## src/rtl/vote_pkg.sv

```systemverilog
// Shared definitions for the vote capture block and its debouncer.
// Holds the session state encoding, the voter count that the downstream
// display decoder expects, and the default timing constants.
package vote_pkg;

  // Session states: no session yet, ballots being accepted, result frozen.
  typedef enum logic [1:0] {
    IDLE   = 2'd0,
    OPEN   = 2'd1,
    CLOSED = 2'd2
  } vote_state_t;

  // The display decoder is built for exactly five voters.
  localparam int N_VOTERS_DEF        = 5;

  // Stable cycles a synchronised input must hold before the debounced level follows.
  localparam int DEBOUNCE_CYCLES_DEF = 16;

  // Length of a session before the optional timeout closes it.
  localparam int TIMEOUT_CYCLES_DEF  = 1000000;

endpackage

```

## src/rtl/input_debounce.sv

```systemverilog
// Single-bit input conditioner: a 2-FF synchroniser followed by a
// counter-based debouncer with a registered level output.
//
// Ports:
//   clk   system clock, rising edge
//   rst   synchronous active-high reset (output and counter go to 0)
//   din   raw asynchronous, possibly bouncing input
//   dout  debounced level
//
// The level changes only after the synchronised input has disagreed with
// it for DEBOUNCE_CYCLES consecutive cycles; one agreeing cycle restarts
// the count. With a clean raw edge the output moves 2 + DEBOUNCE_CYCLES
// edges after the raw change.
module input_debounce
  import vote_pkg::*;
#(
  parameter int DEBOUNCE_CYCLES = DEBOUNCE_CYCLES_DEF
) (
  input  logic clk,
  input  logic rst,
  input  logic din,
  output logic dout
);

  localparam int CW = $clog2(DEBOUNCE_CYCLES);

  logic          meta;
  logic          sync;
  logic [CW-1:0] cnt;

  // The counter only runs while the synchronised value disagrees with the
  // current level; reaching DEBOUNCE_CYCLES-1 on a disagreeing cycle means
  // this is the DEBOUNCE_CYCLES-th consecutive one, so the level flips.
  always_ff @(posedge clk) begin
    if (rst) begin
      meta <= 1'b0;
      sync <= 1'b0;
      cnt  <= '0;
      dout <= 1'b0;
    end else begin
      meta <= din;
      sync <= meta;
      if (sync != dout) begin
        if (cnt == CW'(DEBOUNCE_CYCLES - 1)) begin
          dout <= sync;
          cnt  <= '0;
        end else begin
          cnt <= cnt + 1'b1;
        end
      end else begin
        cnt <= '0;
      end
    end
  end

endmodule

```

## src/rtl/vote_capture.sv

```systemverilog
// Ballot collection front end for the 5-input vote display decoder.
// Conditions raw voter switches and cast buttons, accepts one ballot per
// voter per session and presents the frozen ballot vector once the
// session closes.
//
// Ports:
//   clk           system clock, rising edge
//   rst           synchronous active-high reset
//   start         1-cycle pulse, opens a session from IDLE or CLOSED
//   close         1-cycle pulse, closes an open session
//   vote_sw       per-voter yes(1)/no(0) switch, raw
//   cast_btn      per-voter cast button, raw
//   comps         frozen ballot vector (non-voters read as 0)
//   comps_valid   high while comps holds a closed-session result
//   voted         per-voter ballot-recorded flags
//   session_open  high while the session accepts ballots
//
// Optional feature: define VOTE_TIMEOUT_EN to close a session
// automatically TIMEOUT_CYCLES cycles after it opens.
module vote_capture
  import vote_pkg::*;
#(
  parameter int N_VOTERS        = N_VOTERS_DEF,
  parameter int DEBOUNCE_CYCLES = DEBOUNCE_CYCLES_DEF,
  parameter int TIMEOUT_CYCLES  = TIMEOUT_CYCLES_DEF
) (
  input  logic                clk,
  input  logic                rst,
  input  logic                start,
  input  logic                close,
  input  logic [N_VOTERS-1:0] vote_sw,
  input  logic [N_VOTERS-1:0] cast_btn,
  output logic [N_VOTERS-1:0] comps,
  output logic                comps_valid,
  output logic [N_VOTERS-1:0] voted,
  output logic                session_open
);

  vote_state_t         state;
  logic [N_VOTERS-1:0] sw_db;
  logic [N_VOTERS-1:0] cast_db;
  logic [N_VOTERS-1:0] cast_db_q;
  logic [N_VOTERS-1:0] cast_evt;
  logic [N_VOTERS-1:0] new_cast;
  logic [N_VOTERS-1:0] ballot;
  logic [N_VOTERS-1:0] voted_next;
  logic [N_VOTERS-1:0] ballot_next;
  logic                all_voted;
  logic                timeout_hit;

  for (genvar i = 0; i < N_VOTERS; i++) begin : g_db
    input_debounce #(.DEBOUNCE_CYCLES(DEBOUNCE_CYCLES)) u_sw_db (
      .clk  (clk),
      .rst  (rst),
      .din  (vote_sw[i]),
      .dout (sw_db[i])
    );
    input_debounce #(.DEBOUNCE_CYCLES(DEBOUNCE_CYCLES)) u_cast_db (
      .clk  (clk),
      .rst  (rst),
      .din  (cast_btn[i]),
      .dout (cast_db[i])
    );
  end

  // Previous debounced button level for rising-edge detection. Runs in
  // every state so a button held through a start cannot cast on its own.
  always_ff @(posedge clk) begin
    if (rst) begin
      cast_db_q <= '0;
    end else begin
      cast_db_q <= cast_db;
    end
  end

  // Ballot bookkeeping for the current cycle: only first-time casts update
  // the ballot, and the all-voted test includes casts landing this cycle.
  always_comb begin
    cast_evt    = cast_db & ~cast_db_q;
    new_cast    = cast_evt & ~voted;
    voted_next  = voted | cast_evt;
    ballot_next = (ballot & ~new_cast) | (sw_db & new_cast);
    all_voted   = &voted_next;
  end

`ifdef VOTE_TIMEOUT_EN
  localparam int TW = (TIMEOUT_CYCLES > 1) ? $clog2(TIMEOUT_CYCLES) : 1;

  logic [TW-1:0] timer;

  // Counts cycles spent in OPEN; it is zero on the first OPEN cycle
  // because it is held clear in every other state.
  always_ff @(posedge clk) begin
    if (rst) begin
      timer <= '0;
    end else if (state != OPEN) begin
      timer <= '0;
    end else begin
      timer <= timer + 1'b1;
    end
  end

  assign timeout_hit = (state == OPEN) && (timer == TW'(TIMEOUT_CYCLES - 1));
`else
  assign timeout_hit = 1'b0;
`endif

  // Session FSM. comps is loaded from ballot_next on the closing edge so a
  // cast arriving together with close is part of the frozen result, and
  // non-voters read as 0 because the ballot is cleared when a session opens.
  always_ff @(posedge clk) begin
    if (rst) begin
      state        <= IDLE;
      ballot       <= '0;
      voted        <= '0;
      comps        <= '0;
      comps_valid  <= 1'b0;
      session_open <= 1'b0;
    end else begin
      case (state)
        IDLE: begin
          if (start) begin
            state        <= OPEN;
            ballot       <= '0;
            voted        <= '0;
            session_open <= 1'b1;
          end
        end
        OPEN: begin
          voted  <= voted_next;
          ballot <= ballot_next;
          if (close || all_voted || timeout_hit) begin
            state        <= CLOSED;
            comps        <= ballot_next;
            comps_valid  <= 1'b1;
            session_open <= 1'b0;
          end
        end
        CLOSED: begin
          if (start) begin
            state        <= OPEN;
            ballot       <= '0;
            voted        <= '0;
            comps        <= '0;
            comps_valid  <= 1'b0;
            session_open <= 1'b1;
          end
        end
        default: begin
          state <= IDLE;
        end
      endcase
    end
  end

endmodule
```

## config.mk

```make
export PLATFORM = sky130hd
export DESIGN_NAME = vote_capture
export DESIGN_NICKNAME = d
export VERILOG_FILES = /design/src/rtl/vote_pkg.sv /design/src/rtl/input_debounce.sv /design/src/rtl/vote_capture.sv
export SDC_FILE = /design/constraint.sdc
export NUM_CORES = 1
export LEC_CHECK = 0
export CORE_MARGIN = 1
export CORE_UTILIZATION = 45
export CTS_BUF_LIST = sky130_fd_sc_hd__clkbuf_4
export CTS_CLUSTER_DIAMETER = 200
export CTS_CLUSTER_SIZE = 12
export DETAILED_ROUTE_END_ITERATION = 12
export PLACE_DENSITY = 0.63
export SKIP_CTS_REPAIR_TIMING = 1
export SLEW_MARGIN = 20
export SYNTH_ARGS = -nofsm -noshare
export SYNTH_HDL_FRONTEND = slang
export SYNTH_SLANG_ARGS = --single-unit
export TNS_END_PERCENT = 50
```

## constraint.sdc

```tcl
create_clock -name clk -period 4.7 [get_ports clk]
set_clock_uncertainty 0.05 [all_clocks]
set_input_delay 0.94 -clock clk [delete_from_list [all_inputs] [get_ports clk]]
set_output_delay 0.94 -clock clk [all_outputs]
set_load 0.02 [all_outputs]
```

==> reports/qor.txt, run 1 <==
Number of flops mapped to enable cells by yosys -> 0
Sw power -> 268 uW
Final WS setup -> 2.24 ns
Asr flop ratio synth -> 0
Peak VDD IR -> 189 uV
Switch share -> 0.211
DR WL/cell -> 10.5 microns
Vias in the first global route -> 2120
Reg area -> 1880 sq um
Yosys Warn Count -> 0
Critical path type -> flip-flop to output pin
DRT iter0 DRCs -> 71
Min-delay worst type -> flip-flop to flip-flop
Post-Route Setup TNS -> 0 ns
Most frequent cells in the layout -> 94 x dfxtp_1, 67 x nor2_1, 27 x nor2b_1
CTS tree -> yes
Req. time, crit path -> 3.71 ns
Synth Area per Inst -> 9.84 sq um
Buf/Inv on CP -> 1
Die area -> 8100 sq um
PwrDens -> 322 nW/um^2
Max-slew violations -> 0
Most used DFF post-synth -> dfxtp_1
Grt met3 use -> 0.0364
Initial Utilization -> 0.473
TritonCTS buffer count -> 9
Final Setup Violations -> 0
Synth cell types -> 27
Largest cells by area after synthesis -> dfxtp_1 54%, nor2_1 7.2%, mux2i_1 5.7%, nor2b_1 4.8%, xor2_1 4.8%
Ant diodes -> 0
Max Root-Sink Buffers -> 2
Gate Count Post-Synth -> 354
Nets -> 407
Crit path arrival time -> 1.47 ns
Synth area leader -> dfxtp_1
Initial antenna violation count -> 0
Non-Filler Cell Area, Final -> 3950 sq um
Clock Sinks -> 94
Area growth from synthesis to layout -> 13.3%
Fill cells -> 703
CP Capture Type -> output pin
Root Driver -> clkbuf_4
Yosys top cell area share -> 0.540
Met2 Track Usage GR -> 0.221
Clock slew at reported path FFs -> 0.13 ns
Grt ovf -> 0
Slowest stage cell, crit path -> clkdlybuf4s50_1
Total track usage -> 0.141
FP Rows -> 31
Number of buffers added on ports -> 25
First-pass GRT wire length -> 9.11 mm
Clk pwr share -> 0.316
Status -> completed
H-tree depth -> 3
Leak pwr -> 1.56 nW
Router iterations before antenna repair -> 4
Layout cell share with drive strength beyond 1 -> 0.0466
Netlist Area Pre-Place -> 3480 sq um
Synth Net Count -> 378
Area of the multi-input gates -> 1520 sq um
Yosys reg bits -> 94
Die width -> 90.0 microns
Fmax -> 406 MHz
Largest net degree at the start of global routing -> 62
Comb pwr share -> 0.042
Core Region -> 7370 sq um
Detailed Place HPWL -> 3.51 mm
Period utilization -> 0.524
Antenna-violating nets left -> 0
RSZ-0062 raised after global routing -> false
Vias -> 2228
Worst Setup Start Kind -> flip-flop
DP Area -> 3830 sq um
Placement Setup Slack -> 2.32 ns
Seq/Total Area, Yosys -> 0.540
Critical path's top delay family -> buffers and inverters
Drt via density -> 4.59
Hold Fails Final Rpt -> 0
Cell Int Power -> 1.00 mW
Clk_lat worst skew -> 0.42 ns
Top-level I/O count -> 26
Worst slew pin tran -> 0.995 ns
Most common cell after layout, fill and taps aside -> dfxtp_1
Slowest cell delay on critical path -> 0.64 ns
Die Ht -> 90.0 microns
WL final -> 5.09 mm
Share of power burned in registers -> 0.642
Max Cap Violations -> 0
GR Layer Usage met1 -> 0.175
Crit path cell chain -> clkdlybuf4s50_1
Min cycle time layout -> 2.46 ns
Routability congestion estimate -> 0.693
# DRC -> 0
Global routing's busiest layer -> met2
Crit-path max FO -> 4
Slew headroom -> 0.337
==> power by group through the flow <==
stage | Sequential, mW | Clock [mW] | Combinational, mW
after global routing | 0.819 | 0.451 | 0.0600
after global placement | 0.834 | 0 | 0.0531
after floorplan | 0.834 | 0 | 0.0329
final | 0.816 | 0.401 | 0.0531
after CTS | 0.817 | 0.420 | 0.0541
after detailed placement | 0.834 | 0 | 0.0537
==> synth_stat cells (all sizes together), types with 2 or more instances <==
library cell and count:
mux2i 20, nand3 19, xor2 19, ha 10, nand2b 24, nor2b 27
and2 2, inv 14, nand2 8, nor2 67, nor3b 5, a21oi 4
or2 6, xnor2 11, dfxtp 94, o21a 3, a2bb2oi 5, clkbuf 7
clkinv 2
==> registers in the layout (all words and copies together), names as in the netlist <==
register / count
voted: 5
g_db.u_sw_db.sync: 5
g_db.u_cast_db.sync: 5
g_db.u_cast_db.meta: 5
session_open: 1
ballot: 5
comps_valid: 1
comps: 5
g_db.u_cast_db.dout: 5
state: 2
g_db.u_sw_db.meta: 5
cast_db_q: 5
g_db.u_sw_db.dout: 5
g_db.u_cast_db.cnt: 20
g_db.u_sw_db.cnt: 20
==> kinds of logic after synthesis <==
group	after synthesis	share of synthesized area
compound gates	17	0.0381
buf+inv	23	0.0248
simple gates	160	0.228
flops	94	0.540
mux	20	0.0575
xor+xnor	30	0.0754
fa+ha+maj	10	0.0359
==> final cells by class <==
type,instances,share of cell area
Sequential cell,94,0.477
Clock buffer,11,0.0209
Multi-Input combinational cell,237,0.384
Clock inverter,3,0.00951
Tap cell,99,0.0314
Timing Repair Buffer,25,0.0621
Inverter,16,0.0152
==> path summary, 6_finish.rpt <==
check	endpoint	cells after the start	slack, ns	from
min	g_db[3].u_sw_db.sync$_SDFF_PP0_	1	0.40	g_db[3].u_sw_db.meta$_SDFF_PP0_
min reg2reg	g_db[3].u_sw_db.sync$_SDFF_PP0_	1	0.40	g_db[3].u_sw_db.meta$_SDFF_PP0_
max	voted[2]	1	2.24	voted[2]$_SDFFE_PP0P_
max reg2reg	session_open$_SDFFE_PP0P_	4	2.94	g_db[4].u_cast_db.dout$_SDFFE_PP0P_
==> through the flow <==
stage          instances  hold WS, ns  utilization  power [mW]
2_1_floorplan        354        0.364            -       0.867
6_report             485        0.399        0.536        1.27
3_5_place_dp         471        0.383        0.519       0.888
3_3_place_gp         471        0.368        0.519       0.887
4_1_cts              485        0.403        0.536        1.29
5_1_grt              485        0.417        0.536        1.33
==> metal layers <==
layer  routed length (microns)  up-vias
li1                          -     1195
met3                       201        9
met4                       110        0
met5                         0        -
met2                      2130       32
met1                      2650      992
(Power assumes the default switching activity.)
==> run 2, diff against run 1 <==
==> constraint.sdc (replaced) <==
create_clock -name clk -period 2.6 [get_ports clk]
set_clock_uncertainty 0.05 [all_clocks]
set_input_delay 0.52 -clock clk [delete_from_list [all_inputs] [get_ports clk]]
set_output_delay 0.52 -clock clk [all_outputs]
set_load 0.02 [all_outputs]
==> run 2 against run 1 <==
Against the previous run: first-iteration DRC count shrank 15%; critical endpoint unchanged; combinational power grew 88%; cell count grew 1.2%; worst hold slack lost 0.010 ns; critical path depth is the same; highest routed layer unchanged; clock power grew 90%.
==> reports/qor.txt, run 2 (synthesis results as in run 1) <==
Status -> completed
Final Power -> 2.34 mW (+84%)
Root Driver -> clkbuf_4
DRT iter0 DRCs -> 60 (-15%)
Routability congestion estimate -> 0.706 (+1.8%)
Most common cell after layout, fill and taps aside -> dfxtp_1
Final WS setup -> 0.554 ns (-1.68 ns)
Min-delay worst type -> flip-flop to flip-flop
Max Root-Sink Buffers -> 2 (unchanged)
Fmax -> 489 MHz
Layout cell share with drive strength beyond 1 -> 0.0663 (+0.0197)
Slowest stage cell, crit path -> clkdlybuf4s50_1
Reg2reg start -> g_db[4].u_cast_db.dout$_SDFFE_PP0P_
FP Rows -> 31 (unchanged)
Buf/Inv on CP -> 1 (unchanged)
Total track usage -> 0.147 (+0.00656)
Slew headroom -> 0.627 (+0.290)
Final Setup Violations -> 0 (unchanged)
Worst Setup Start Kind -> flip-flop
Worst slew pin tran -> 0.558 ns (-0.436 ns)
Initial antenna violation count -> 0 (unchanged)
Final core occ -> 0.542 (+0.00645)
Nets -> 411 (+0.98%)
Die area -> 8100 sq um (unchanged)
CP Capture Type -> output pin
Sw power -> 522 uW (+95%)
Crit-path max FO -> 4 (unchanged)
Hold_sp -> g_db[4].u_cast_db.meta$_SDFF_PP0_
Critical path's top delay family -> buffers and inverters
PwrDens -> 585 nW/um^2 (+82%)
CP startpoint -> voted[2]$_SDFFE_PP0P_
Grt ovf -> 0 (unchanged)
Placement Setup Slack -> 0.648 ns (-1.67 ns)
Ant diodes -> 0 (unchanged)
Die width -> 90.0 microns (unchanged)
Detailed Place HPWL -> 3.91 mm (+11%)
Peak VDD IR -> 254 uV (+35%)
Core Region -> 7370 sq um (unchanged)
Antenna-violating nets left -> 0 (unchanged)
Leak pwr -> 1.58 nW (+1.3%)
Router iterations before antenna repair -> 4 (unchanged)
Most frequent cells in the layout -> 94 x dfxtp_1, 67 x nor2_1, 27 x nor2b_1
Period utilization -> 0.787
Fill cells -> 714 (+1.6%)
Initial Utilization -> 0.473 (unchanged)
Req. time, crit path -> 2.03 ns (-1.68 ns)
Max Cap Violations -> 0 (unchanged)
Area growth from synthesis to layout -> 14.6%
DR WL/cell -> 11.0 microns (+4.5%)
Vias -> 2284 (+2.5%)
Clk_lat worst skew -> 0.43 ns (about the same)
Clock Sinks -> 94 (unchanged)
First-pass GRT wire length -> 9.53 mm (+4.6%)
# DRC -> 0 (unchanged)
Largest regs -> g_db.u_cast_db.cnt x20, g_db.u_sw_db.cnt x20
Min cycle time layout -> 2.05 ns
Clock slew at reported path FFs -> 0.14 ns (about the same)
Post-Route Setup TNS -> 0 ns (unchanged)
Largest net degree at the start of global routing -> 29 (-53%)
Share of power burned in registers -> 0.631 (-0.011)
Placed insts -> 475 (+0.85%)
Hold Fails Final Rpt -> 0 (unchanged)
Area of the multi-input gates -> 1520 sq um (unchanged)
Crit path cell chain -> clkdlybuf4s50_1
Clk pwr share -> 0.326 (+0.010)
Die Ht -> 90.0 microns (unchanged)
WL final -> 5.38 mm (+5.8%)
TritonCTS buffer count -> 9 (unchanged)
CTS tree -> yes
Number of buffers added on ports -> 25 (unchanged)
Comb pwr share -> 0.043 (about the same)
Critical path type -> flip-flop to output pin
Top-level I/O count -> 26 (unchanged)
RSZ-0062 raised after global routing -> false
Drt via density -> 4.65 (+1.3%)
Reg area -> 1880 sq um (unchanged)
Crit path arrival time -> 1.48 ns (about the same)
Slowest cell delay on critical path -> 0.63 ns (about the same)
Cell Int Power -> 1.82 mW (+81%)
Max-slew violations -> 0 (unchanged)
Final Non-Filler Cells -> 491 (+1.2%)
H-tree depth -> 3 (unchanged)
Vias in the first global route -> 2224 (+4.9%)
Switch share -> 0.223 (+0.0121)
==> run 2: stage by stage <==
stage	hold WS (ns)	instance area [sq um]
final	0.389	4000
after global routing	0.405	4000
after CTS	0.390	4000
after detailed placement	0.373	3860
after global placement	0.366	3860
after floorplan	0.364	3480
==> run 2: final cells by class <==
cell class / instances / area share
clock buffers: 10 / 0.0188
well taps: 99 / 0.0310
multi-input cells: 237 / 0.380
clock inverters: 6 / 0.0157
repair buffers: 29 / 0.0689
flip-flops and latches: 94 / 0.471
inverters: 16 / 0.0150
==> run 2: layer usage <==
metal / vias up / global-route usage / share of wire
met5: - / 0 / 0
met4: 0 / 0.0847 / 0.021
met3: 8 / 0.0296 / 0.030
met2: 26 / 0.246 / 0.45
met1: 1044 / 0.177 / 0.50
li1: 1206 / - / -
==> run 2: path summary, 6_finish.rpt <==
kind                                            end  slack, ns  cells after the start
setup / recovery                           voted[2]       0.55                      1
setup reg to reg              comps[0]$_SDFFE_PP0P_       0.80                      4
hold / removal    g_db[4].u_cast_db.sync$_SDFF_PP0_       0.39                      1
hold reg to reg   g_db[4].u_cast_db.sync$_SDFF_PP0_       0.39                      1
==> run 2: power groups by stage <==
| stage | Clock, mW | Combinational (mW) | Sequential, mW |
|---|---|---|---|
| floorplan | 0 | 0.0595 | 1.51 |
| global placement | 0 | 0.100 | 1.51 |
| detailed placement | 0 | 0.102 | 1.51 |
| CTS | 0.799 | 0.103 | 1.48 |
| global route | 0.856 | 0.113 | 1.48 |
| finish | 0.762 | 0.100 | 1.48 |
==> run 3, diff against run 2 <==
==> constraint.sdc (replaced) <==
create_clock -name clk -period 1.9 [get_ports clk]
set_clock_uncertainty 0.05 [all_clocks]
set_input_delay 0.38 -clock clk [delete_from_list [all_inputs] [get_ports clk]]
set_output_delay 0.38 -clock clk [all_outputs]
set_load 0.02 [all_outputs]
==> run 3 against run 2 <==
Against the previous run: non-clock buffer count grew 2; critical path type unchanged; clock-buffer cell count down 1; first-iteration DRC count down 22%; clock power up 39%; sequential power grew 36%; sequential cell count unchanged; worst hold slack worse by 0.14 ns; critical path depth is the same.
==> reports/qor.txt, run 3 (synthesis results as in run 1) <==
Status -> completed
Max-slew violations -> 0 (unchanged)
Fmax -> 548 MHz
Die area -> 8100 sq um (unchanged)
Vias in the first global route -> 2222 (-0.090%)
FP Rows -> 31 (unchanged)
H-tree depth -> 3 (unchanged)
Final Setup Violations -> 0 (unchanged)
Final core occ -> 0.548 (+0.00560)
Initial antenna violation count -> 0 (unchanged)
Period utilization -> 0.960
Buf/Inv on CP -> 1 (unchanged)
Nets -> 413 (+0.49%)
Drt via density -> 4.69 (+0.80%)
Peak VDD IR -> 586 uV (+130%)
Most common cell after layout, fill and taps aside -> dfxtp_1
CTS tree -> yes
Clock slew at reported path FFs -> 0.15 ns (about the same)
Post-Route Setup TNS -> 0 ns (unchanged)
Clock Sinks -> 94 (unchanged)
Largest net degree at the start of global routing -> 24 (-17%)
TritonCTS buffer count -> 9 (unchanged)
Met2 Track Usage GR -> 0.232 (-0.0135)
WL final -> 5.19 mm (-3.5%)
Top-level I/O count -> 26 (unchanged)
Min cycle time layout -> 1.82 ns
Worst slew pin tran -> 0.438 ns (-0.120 ns)
Detailed Place HPWL -> 3.77 mm (-3.7%)
Router iterations before antenna repair -> 4 (unchanged)
Critical path's top delay family -> buffers and inverters
Largest regs -> g_db.u_cast_db.cnt x20, g_db.u_sw_db.cnt x20
Max Root-Sink Buffers -> 2 (unchanged)
Die Ht -> 90.0 microns (unchanged)
CP Capture Type -> output pin
Final Power -> 3.22 mW (+38%)
DR WL/cell -> 10.5 microns (-3.7%)
Layout cell share with drive strength beyond 1 -> 0.0687 (+0.00238)
Slowest stage cell, crit path -> clkdlybuf4s50_1
Grt ovf -> 0 (unchanged)
Min-delay worst type -> input pin to flip-flop
Slew headroom -> 0.708 (+0.0811)
Worst Setup Start Kind -> flip-flop
DRT iter0 DRCs -> 47 (-22%)
Area growth from synthesis to layout -> 15.8%
Most frequent cells in the layout -> 94 x dfxtp_1, 67 x nor2_1, 27 x nor2b_1
Core Region -> 7370 sq um (unchanged)
Crit path arrival time -> 1.39 ns (-0.09 ns)
Critical path type -> flip-flop to output pin
Reg2reg start -> g_db[4].u_cast_db.dout$_SDFFE_PP0P_
Number of buffers added on ports -> 25 (unchanged)
Max Cap Violations -> 0 (unchanged)
Hold_sp -> rst
Leak pwr -> 1.69 nW (+6.8%)
Req. time, crit path -> 1.47 ns (-0.56 ns)
Routability congestion estimate -> 0.715 (+1.4%)
Global routing's busiest layer -> met2
PwrDens -> 799 nW/um^2 (+36%)
Clk_lat worst skew -> 0.42 ns (about the same)
Crit-path max FO -> 2 (-2)
# DRC -> 0 (unchanged)
CP startpoint -> comps[0]$_SDFFE_PP0P_
Initial Utilization -> 0.473 (unchanged)
Slowest cell delay on critical path -> 0.60 ns (-0.03 ns)
Grt met3 use -> 0.0321 (+0.00254)
Vias -> 2307 (+1.0%)
Crit path cell chain -> clkdlybuf4s50_1
Total track usage -> 0.145 (-0.00248)
RSZ-0062 raised after global routing -> false
First-pass GRT wire length -> 9.40 mm (-1.3%)
Hold Fails Final Rpt -> 0 (unchanged)
GR Layer Usage met1 -> 0.183 (+0.00569)
Die width -> 90.0 microns (unchanged)
Ant diodes -> 0 (unchanged)
Root Driver -> clkbuf_4
Antenna-violating nets left -> 0 (unchanged)
==> run 3: area by class of cell <==
| type | instances | area, sq um |
|---|---|---|
| clock inverters | 6 | 71.3 |
| multi-input cells | 237 | 1520 |
| repair buffers | 31 | 315 |
| fillers | 698 | 3330 |
| flip-flops and latches | 94 | 1880 |
| inverters | 16 | 60.1 |
| well taps | 99 | 124 |
| clock buffers | 9 | 67.6 |
==> run 3: metal layers <==
metal	part of all wire	vias up
met2	0.45	32
met4	0.021	0
met5	0	-
li1	-	1220
met1	0.49	1047
met3	0.035	8
==> run 3: path summary, 6_finish.rpt <==
check / slack, ns / endpoint / cells past startpoint
max: 0.08 / comps[0] / 1
min: 0.25 / cast_db_q[2]$_SDFF_PP0_ / 3
max reg2reg: 0.31 / comps[4]$_SDFFE_PP0P_ / 5
min reg2reg: 0.40 / g_db[2].u_cast_db.sync$_SDFF_PP0_ / 1
==> run 3: per-stage QoR <==
stage | area (sq um) | hold slack [ns] | cells | setup slack (ns)
2_1_floorplan | 3480 | 0.364 | 354 | 0.308
3_3_place_gp | 3880 | 0.371 | 477 | 0.253
3_5_place_dp | 3880 | 0.370 | 477 | 0.187
4_1_cts | 4020 | 0.232 | 492 | -0.0439
5_1_grt | 4040 | 0.243 | 492 | 0.00952
6_report | 4040 | 0.253 | 492 | 0.0762
==> run 3: worst register-to-register path, stage by stage (launching register included) <==
cell	delay [ns]
dfxtp_1	0.42
nand2b_1	0.11
a222oi_1	0.47
a31oi_2	0.14
buf_4	0.19
mux2i_1	0.12
==> run 3: where the power goes <==
part	total, mW	internal [mW]	switching [mW]
sequential	2.02	2.00	0.0167
clock	1.06	0.406	0.656
combinational	0.143	0.0761	0.0669
total	3.22	2.49	0.739
